**src/rtl/demux_route_sequencer.sv**
```systemverilog
`default_nettype none
// ============================================================================
//  Module   : demux_route_sequencer
//  Purpose  : Framing stage in front of a 1-to-4 demultiplexer. Takes a
//             parallel word and a 2-bit destination over valid/ready. Each
//             word is sent as a serial burst on d:
//               SETUP(0), START(1), DATA MSB-first, GUARD(0).
//             The selects s0/s1 stay fixed for the whole frame, so only the
//             addressed demux output can see a 1.
//  Ports    : clk, rst_n (async, active-low)
//             in_valid / in_ready / in_data[DATA_W] / in_dest[2] : input handshake
//             d, s0, s1    : demux drive (s0 = in_dest[1], s1 = in_dest[0])
//             busy         : frame in progress
//             done         : one-cycle pulse during GUARD
//             frame_cnt    : completed frames, wraps at 16 bits
//  Revision : 1.0  initial release
// ============================================================================
module demux_route_sequencer #(
  parameter int DATA_W = 8
) (
  input  logic              clk,
  input  logic              rst_n,
  input  logic              in_valid,
  output logic              in_ready,
  input  logic [DATA_W-1:0] in_data,
  input  logic [1:0]        in_dest,
  output logic              d,
  output logic              s0,
  output logic              s1,
  output logic              busy,
  output logic              done,
  output logic [15:0]       frame_cnt
);

  localparam int CNT_W = (DATA_W > 1) ? $clog2(DATA_W) : 1;
  localparam logic [CNT_W-1:0] c_LAST = CNT_W'(DATA_W - 1);

  typedef enum logic [2:0] {
    S_IDLE  = 3'd0,
    S_SETUP = 3'd1,
    S_START = 3'd2,
    S_DATA  = 3'd3,
    S_GUARD = 3'd4
  } state_t;

  state_t             r_state;
  logic [DATA_W-1:0]  r_shift;
  logic [CNT_W-1:0]   r_bitcnt;
  logic               r_d;
  logic               r_s0;
  logic               r_s1;
  logic               r_busy;
  logic               r_done;
  logic               r_ready;
  logic [15:0]        r_frame_cnt;

  // r_ready is only ever high in IDLE and GUARD, so this also encodes
  // "we are in a state that may accept".
  logic w_accept;
  assign w_accept = in_valid && r_ready;

  always_ff @(posedge clk or negedge rst_n) begin
    if (!rst_n) begin
      r_state     <= S_IDLE;
      r_shift     <= '0;
      r_bitcnt    <= '0;
      r_d         <= 1'b0;
      r_s0        <= 1'b0;
      r_s1        <= 1'b0;
      r_busy      <= 1'b0;
      r_done      <= 1'b0;
      r_ready     <= 1'b0;
      r_frame_cnt <= '0;
    end else begin
      r_done <= 1'b0;
      if (w_accept) begin
        // Selects only ever change here, and d is 0 in both the state we
        // leave (IDLE/GUARD) and the state we enter (SETUP).
        r_state <= S_SETUP;
        r_shift <= in_data;
        r_s0    <= in_dest[1];
        r_s1    <= in_dest[0];
        r_d     <= 1'b0;
        r_busy  <= 1'b1;
        r_ready <= 1'b0;
      end else begin
        case (r_state)
          S_IDLE: begin
            r_d     <= 1'b0;
            r_busy  <= 1'b0;
            r_ready <= 1'b1;
          end
          S_SETUP: begin
            r_d     <= 1'b1;
            r_state <= S_START;
          end
          S_START: begin
            // First data bit leaves on the START->DATA edge.
            r_d      <= r_shift[DATA_W-1];
            r_shift  <= r_shift << 1;
            r_bitcnt <= '0;
            r_state  <= S_DATA;
          end
          S_DATA: begin
            if (r_bitcnt == c_LAST) begin
              r_d         <= 1'b0;
              r_done      <= 1'b1;
              r_frame_cnt <= r_frame_cnt + 16'd1;
              // Raised on GUARD entry so a waiting word is taken on the
              // GUARD->SETUP edge: one frame every DATA_W+3 cycles.
              r_ready     <= 1'b1;
              r_state     <= S_GUARD;
            end else begin
              r_d      <= r_shift[DATA_W-1];
              r_shift  <= r_shift << 1;
              r_bitcnt <= r_bitcnt + CNT_W'(1);
            end
          end
          S_GUARD: begin
            r_d     <= 1'b0;
            r_busy  <= 1'b0;
            r_state <= S_IDLE;
          end
          default: begin
            r_d     <= 1'b0;
            r_busy  <= 1'b0;
            r_ready <= 1'b0;
            r_state <= S_IDLE;
          end
        endcase
      end
    end
  end

  assign in_ready  = r_ready;
  assign d         = r_d;
  assign s0        = r_s0;
  assign s1        = r_s1;
  assign busy      = r_busy;
  assign done      = r_done;
  assign frame_cnt = r_frame_cnt;

endmodule
`default_nettype wire

```
**config.mk**
```make
export PLATFORM = sky130hd
export DESIGN_NAME = demux_route_sequencer
export DESIGN_NICKNAME = d
export VERILOG_FILES = /design/src/rtl/demux_route_sequencer.sv
export SDC_FILE = /design/constraint.sdc
export NUM_CORES = 1
export LEC_CHECK = 0
export ABC_AREA = 1
export BUFFER_PORTS_ARGS = -buffer_cell sky130_fd_sc_hd__buf_2
export CORE_MARGIN = 8
export CORE_UTILIZATION = 54
export DETAILED_ROUTE_END_ITERATION = 6
export PLACE_DENSITY_LB_ADDON = 0.12
export SYNTH_ARGS = -nofsm -noshare
export SYNTH_HDL_FRONTEND = slang
export SYNTH_SLANG_ARGS = --single-unit
```
**constraint.sdc**
```tcl
create_clock -name clk -period 1.64 [get_ports clk]
set_input_delay 0.246 -clock clk [delete_from_list [all_inputs] [get_ports clk]]
set_output_delay 0.246 -clock clk [all_outputs]
set_load 0.02 [all_outputs]
```
==> results of run 1 <==
## cell usage in the layout (no fill, tap or decap), drive strengths merged
cell type | netlist | final
dfrtp | 36 | 36
o211ai | 1 | 1
clkbuf | 1 | 6
dlygate4sd3 | 0 | 1
nand2 | 72 | 72
clkinvlp | 0 | 1
nand3 | 15 | 15
a31oi | 8 | 8
xnor2 | 4 | 4
nor2 | 24 | 24
a21oi | 1 | 1
o21ai | 5 | 5
clkinv | 0 | 1
ha | 3 | 3
inv | 16 | 15
nand4 | 3 | 3
nand3b | 2 | 2
nor3b | 1 | 1
xor2 | 4 | 4
buf | 2 | 40
nor3 | 1 | 1
## layer usage
metal / GRT usage [%] / vias to the layer above / share of wire [%]
li1: - / 729 / -
met1: 18.0 / 668 / 45
met2: 24.7 / 48 / 48
met3: 4.53 / 2 / 6.2
met4: 6.44 / 0 / 0.49
met5: 0 / - / 0
## layout make-up
class                           instances  share of cell area [%]
Clock inverter                          1                   0.243
Multi-Input combinational cell        144                    37.4
Sequential cell                        36                    43.7
Tap cell                               44                    2.67
Timing Repair Buffer                   41                    10.9
Inverter                               16                    3.09
Clock buffer                            6                    2.00
## worst register-to-register path: stages, from the launching register on
cell and delay [ps]:
dfrtp_1 380, ha_2 200, ha_4 150, nand3_4 110
nor2_8 200, nand2_4 100, nor2_4 140, nand2_1 60
nand2_1 60, nand2_1 50
## flip-flops by register name, indices dropped and copies added, names as in the netlist
name	flops
in_ready	1
r_bitcnt	3
s1	1
done	1
d	1
frame_cnt	16
r_shift	8
busy	1
s0	1
r_state	3
## worst min-delay path by stage
stage | from | to | slack [ps] | depth (start not counted)
6_report | in_dest[1] | s0 | 120 | 3
5_1_grt | in_dest[0] | s1 | 100 | 3
4_1_cts | in_dest[1] | s0 | 110 | 3
3_5_place_dp | rst_n | d | 220 | 1
3_3_place_gp | rst_n | d | 220 | 1
2_1_floorplan | rst_n | busy | -50 | 0
## metrics by stage
stage / cells / power [W] / TNS (ps)
after CTS: 285 / 0.00252 / 0
after global routing: 288 / 0.00271 / -14.7
after global placement: 277 / 0.00202 / 0
after floorplan: 199 / 0.00185 / 0
after detailed placement: 277 / 0.00208 / 0
final: 288 / 0.00252 / 0
## cells in the mapped netlist
cell type  instances
a31oi_1            8
nand4_1            3
nand3_1           14
o21ai_0            5
nor2_4             2
inv_1             16
buf_6              1
xnor2_1            4
nand3b_1           2
nor2_8             1
buf_2              1
nand2_2            4
nor3b_1            1
ha_1               3
nand3_4            1
clkbuf_1           1
nand2_1           66
dfrtp_1           36
nor2_1            19
a21oi_1            1
nand2_4            2
o211ai_1           1
nor3_1             1
nor2_2             2
xor2_1             4
## power groups by stage
stage / Combinational [W] / Sequential, W / Clock, W
floorplan: 0.000520 / 0.00133 / 0
CTS: 0.000815 / 0.00125 / 0.000446
detailed placement: 0.000812 / 0.00127 / 0
global route: 0.000953 / 0.00128 / 0.000477
global placement: 0.000761 / 0.00126 / 0
finish: 0.000836 / 0.00126 / 0.000428
## cell families (layout without fill, tap and decap cells)
| group | count (synthesis) | after routing | synth area share, % |
|---|---|---|---|
| xor+xnor | 8 | 8 | 4.05 |
| compound gates | 15 | 15 | 5.06 |
| fa+ha+maj | 3 | 3 | 2.17 |
| simple gates | 118 | 118 | 32.1 |
| flops | 36 | 36 | 52.0 |
| buf+inv | 19 | 64 | 4.62 |
## timing repair
action                     in CTS  in global routing
hold buffers                    1                  0
pin swaps                       1                  3
buffers inserted                0                  3
resized for setup               0                  6
hold endpoints to repair       19                  0
setup endpoints to repair       3                 10
==> metrics.yaml, run 1 <==
critical_path:
  r2r_end: "frame_cnt[9]"
  timing.setup.critical_path_class: "reg2reg"
  critPathLaunch: "r_bitcnt[0]"
  cpPeakStageDelay_ps: 380
  crit_chain: "ha_2 > ha_4 > nand3_4 > nor2_8 > nand2_4 > nor2_4 > nand2_1 > nand2_1 > nand2_1"
  endpoint: "frame_cnt[9]"
  cpMostUsedCell: "nand2_1"
  reg2reg_slack_ps: 90
  worstSetupStartpointType: "flip-flop"
  end_kind: "flip-flop"
  crit_fanout: 6
  ff2ff_path_depth: 9
  slowest_stage: "dfrtp_1"
  r2r_start: "r_bitcnt[0]"
  required_ps: 1860
  path_delay_family: "simple AND/OR/NAND/NOR gates"
  worstPathArrival_ps: 1770
  cp.buffers_inverters: 0
  worstSetupPathDepth: 9
sta:
  rsz0062_at_grt: "true"
  timing.fmax_mhz: 646
  setup_violations: 0
  worst_pin_slew_ps: 461
  layout_min_cycle_time_ps: 1550
  drv_slew: 0
  setup_ws_ps: 91.2
  skew_ps: 9.21
  finalCritPeriodShare_pct: 94.4
  worst_hold_slack_ps: 116
  slew-limit-headroom_pct: 69.3
  hold_viol_final: 0
status:
  status: "finished clean"
logic_synthesis:
  syn_area_um2: 1730
  yosys_warnings: 0
  yosys.cell_types.count: 25
  synth_top_cell_by_area: "dfrtp_1"
  seq_area_frac_synth_pct: 52.0
  synth_seq_cells: 36
  synth_nets: 215
  synth_cells: 199
  synthTopCellsByArea: "dfrtp_1 (52%), nand2_1 (14%), nor2_1 (4.1%)"
  syn_area_per_cell_um2: 8.70
  synth.top_cell.area_share_pct: 52.0
clock_network:
  cts.path.max_buffers: 2
  cts_root_buf: "clkbuf_4"
  cts_tree: "built"
  clkLatencyLatePin_ps: 320
  clkSinkCount: 36
  h-tree-depth: 2
  cts.clk_slew.worst_paths_ps: 110
  cts_buffers: 5
global_routing:
  antenna_found_initial: 0
  grt_usage_pct: 15.1
  grt_max_degree: 22
  first_global_vias: 1561
  grt_overflow: 0
  grt_pass1_wl_um: 6440
detailed_routing:
  remaining_drc_errors: 0
  antenna_left: 0
  dr.first_iter.drc_count: 95
  routed_via_density: 5.02
  vias: 1447
  firstDrtPassIters: 4
  avgRoutedWirePerCell_um: 12.7
  drt-total-wl_um: 3650
flow_run:
  drv_cap: 0
pwr:
  vdd_ir_drop_max_mv: 0.756
  powerDensity_nw_per_um2: 1220
  internal-power_w: 0.00157
  power_frac_seq_pct: 49.9
  combPwrFrac_pct: 33.2
  power_frac_clock_pct: 17.0
  switching_share_pct: 37.8
  p_sw_w: 0.000953
  p_leak_nw: 1.10
finish:
  multiInputGateArea_um2: 771
  num_antenna_cells: 0
  design_area_um2: 2060
  syn2layout_area_growth_pct: 19.1
  regArea_um2: 901
  layout.nets: 260
  drive_above_1_share_pct: 25.0
  fin_util_pct: 67.5
  fillerInstances: 272
placed_design:
  gp_congestion: 0.820
  portBuffers: 34
  dp_worst_setup_slack_ps: 24.6
  place_hpwl_um: 2770
  postPlaceCellArea_um2: 1960
die:
  die_h_um: 72.6
  rows: 20
  io_pins: 35
  fp.coreArea_um2: 3050
  start_util_pct: 56.7
  die-area_um2: 5280
  die_x_um: 72.6
worst_hold_path:
  hp-class: "in2reg"
No activity file was read; power rests on OpenSTA's default activity.
==> inputs of run 2 (changes only) <==
--- a/config.mk
+++ b/config.mk
@@ -10,6 +10,7 @@
 export CORE_MARGIN = 8
 export CORE_UTILIZATION = 54
 export DETAILED_ROUTE_END_ITERATION = 6
+export GPL_TIMING_DRIVEN = 0
 export PLACE_DENSITY_LB_ADDON = 0.12
 export SYNTH_ARGS = -nofsm -noshare
 export SYNTH_HDL_FRONTEND = slang
==> run 2 against run 1 <==
Against the previous run: cell count is 1.0% higher; total power is 3.5% higher; sequential share of layout area is 0.55 points lower; register-to-register slack hardly changed; critical endpoint is now frame_cnt[3]; largest power group unchanged; highest routed layer unchanged.
==> metrics.yaml, run 2 (same netlist as run 1, synthesis figures left out) <==
status:
  status: "finished clean"
finish:
  drive_above_1_share_pct: 24.7
  instances_no_fill: 291
  syn2layout_area_growth_pct: 20.6
  layout.nets: 262
  final_cell_mix: "nand2_1 (66), dfrtp_1 (36), buf_2 (35)"
  final_common_cell: "nand2_1"
  fin_util_pct: 68.4
  num_antenna_cells: 0
  largest_reg_flops: 16
  fillerInstances: 280
critical_path:
  worstPathArrival_ps: 1830
  endpoint: "frame_cnt[3]"
  reg2reg_slack_ps: 90
  r2r_end: "frame_cnt[3]"
  ff2ff_path_depth: 8
  timing.setup.critical_path_class: "reg2reg"
  worstSetupStartpointType: "flip-flop"
  required_ps: 1910
  end_kind: "flip-flop"
  crit_fanout: 6
  r2r_start: "r_bitcnt[0]"
  critPathLaunch: "r_bitcnt[0]"
clock_network:
  clkLatencyLatePin_ps: 350
  cts.path.max_buffers: 2
  cts_buffers: 5
  h-tree-depth: 2
  cts_root_buf: "clkbuf_4"
  clkSinkCount: 36
  cts.clk_slew.worst_paths_ps: 100
  cts_tree: "built"
detailed_routing:
  vias: 1412
  antenna_left: 0
  firstDrtPassIters: 4
  dr.first_iter.drc_count: 78
  drt-total-wl_um: 3680
  remaining_drc_errors: 0
  avgRoutedWirePerCell_um: 12.6
  routed_via_density: 4.85
pwr:
  power_frac_seq_pct: 48.1
  switching_share_pct: 37.1
  internal-power_w: 0.00164
  combPwrFrac_pct: 32.8
  power_frac_clock_pct: 19.0
  vdd_ir_drop_max_mv: 0.897
  p_sw_w: 0.000968
  powerDensity_nw_per_um2: 1250
  p_leak_nw: 1.13
die:
  die_x_um: 72.6
  start_util_pct: 56.7
  fp.coreArea_um2: 3050
  die_h_um: 72.6
  io_pins: 35
  rows: 20
  die-area_um2: 5280
sta:
  drv_slew: 0
  layout_min_cycle_time_ps: 1550
  setup_violations: 0
  skew_ps: 4.06
  finalCritPeriodShare_pct: 94.7
  worst_hold_slack_ps: 86.0
  tns_ps: 0
  timing.fmax_mhz: 644
  slew-limit-headroom_pct: 47.9
  setup_ws_ps: 86.8
  hold_viol_final: 0
  worst_pin_slew_ps: 781
global_routing:
  grt_max_degree: 37
  first_global_vias: 1438
  grt_pass1_wl_um: 6420
  grt_overflow: 0
  antenna_found_initial: 0
  grt_usage_pct: 15.5
worst_hold_path:
  hp-class: "in2reg"
  min_path_cells: 3
placed_design:
  portBuffers: 34
  post-place-cells: 277
  gp_congestion: 0.799
  dp_worst_setup_slack_ps: -37.8
  place_hpwl_um: 2720
flow_run:
  drv_cap: 0
-- run 2: critical path, cell delays in order (launching register included) --
cell,delay [ps]
dfrtp_1,370
ha_2,200
ha_4,150
nand3_4,100
nor2_8,200
buf_4,140
inv_1,50
nor2_1,100
xor2_1,160
-- run 2: area by class of cell --
class                   count  area, µm²  area share [%]
inverters                  16       60.1            2.88
multi-input cells         144        776            37.1
well taps                  44       55.1            2.64
plain buffers               3       20.0           0.959
clock buffers               8       58.8            2.82
flip-flops and latches     36        901            43.1
repair buffers             40        218            10.4
-- run 2: repair_timing --
item | in CTS | in global routing
hold buffers | 1 | 0
setup buffers | 2 | 3
endpoints found under the hold margin | 36 | 0
setup endpoints to repair | 3 | 10
gates resized for setup | 0 | 5
gates cloned | 0 | 0
pin swaps | 1 | 2
-- run 2: worst min path at each step --
stage                from          end  slack, ps
2_1_floorplan       rst_n         busy        -50
6_report       in_dest[0]           s1         90
3_5_place_dp        rst_n  r_bitcnt[0]        380
4_1_cts        in_dest[0]           s1         60
3_3_place_gp        rst_n            d        370
5_1_grt        in_dest[0]           s1         90
-- run 2: metrics by stage --
stage               power (W)  cell area [µm²]
global route          0.00281             2090
CTS                   0.00262             2040
global placement      0.00204             1960
finish                0.00261             2090
floorplan             0.00185             1730
detailed placement    0.00211             1960
-- run 2: power groups by stage --
stage / Sequential (W) / Clock [W] / Combinational, W
after detailed placement: 0.00127 / 0 / 0.000837
after global placement: 0.00126 / 0 / 0.000787
after floorplan: 0.00133 / 0 / 0.000520
final: 0.00126 / 0.000497 / 0.000857
after CTS: 0.00126 / 0.000526 / 0.000841
after global routing: 0.00128 / 0.000547 / 0.000981
-- run 2: per-layer routing --
layer	global-route usage (%)	vias to the layer above	share of wire, %
met2	22.6	36	46
li1	-	728	-
met1	19.5	641	45
met3	5.08	7	6.8
met4	9.33	0	2.4
met5	0	-	0
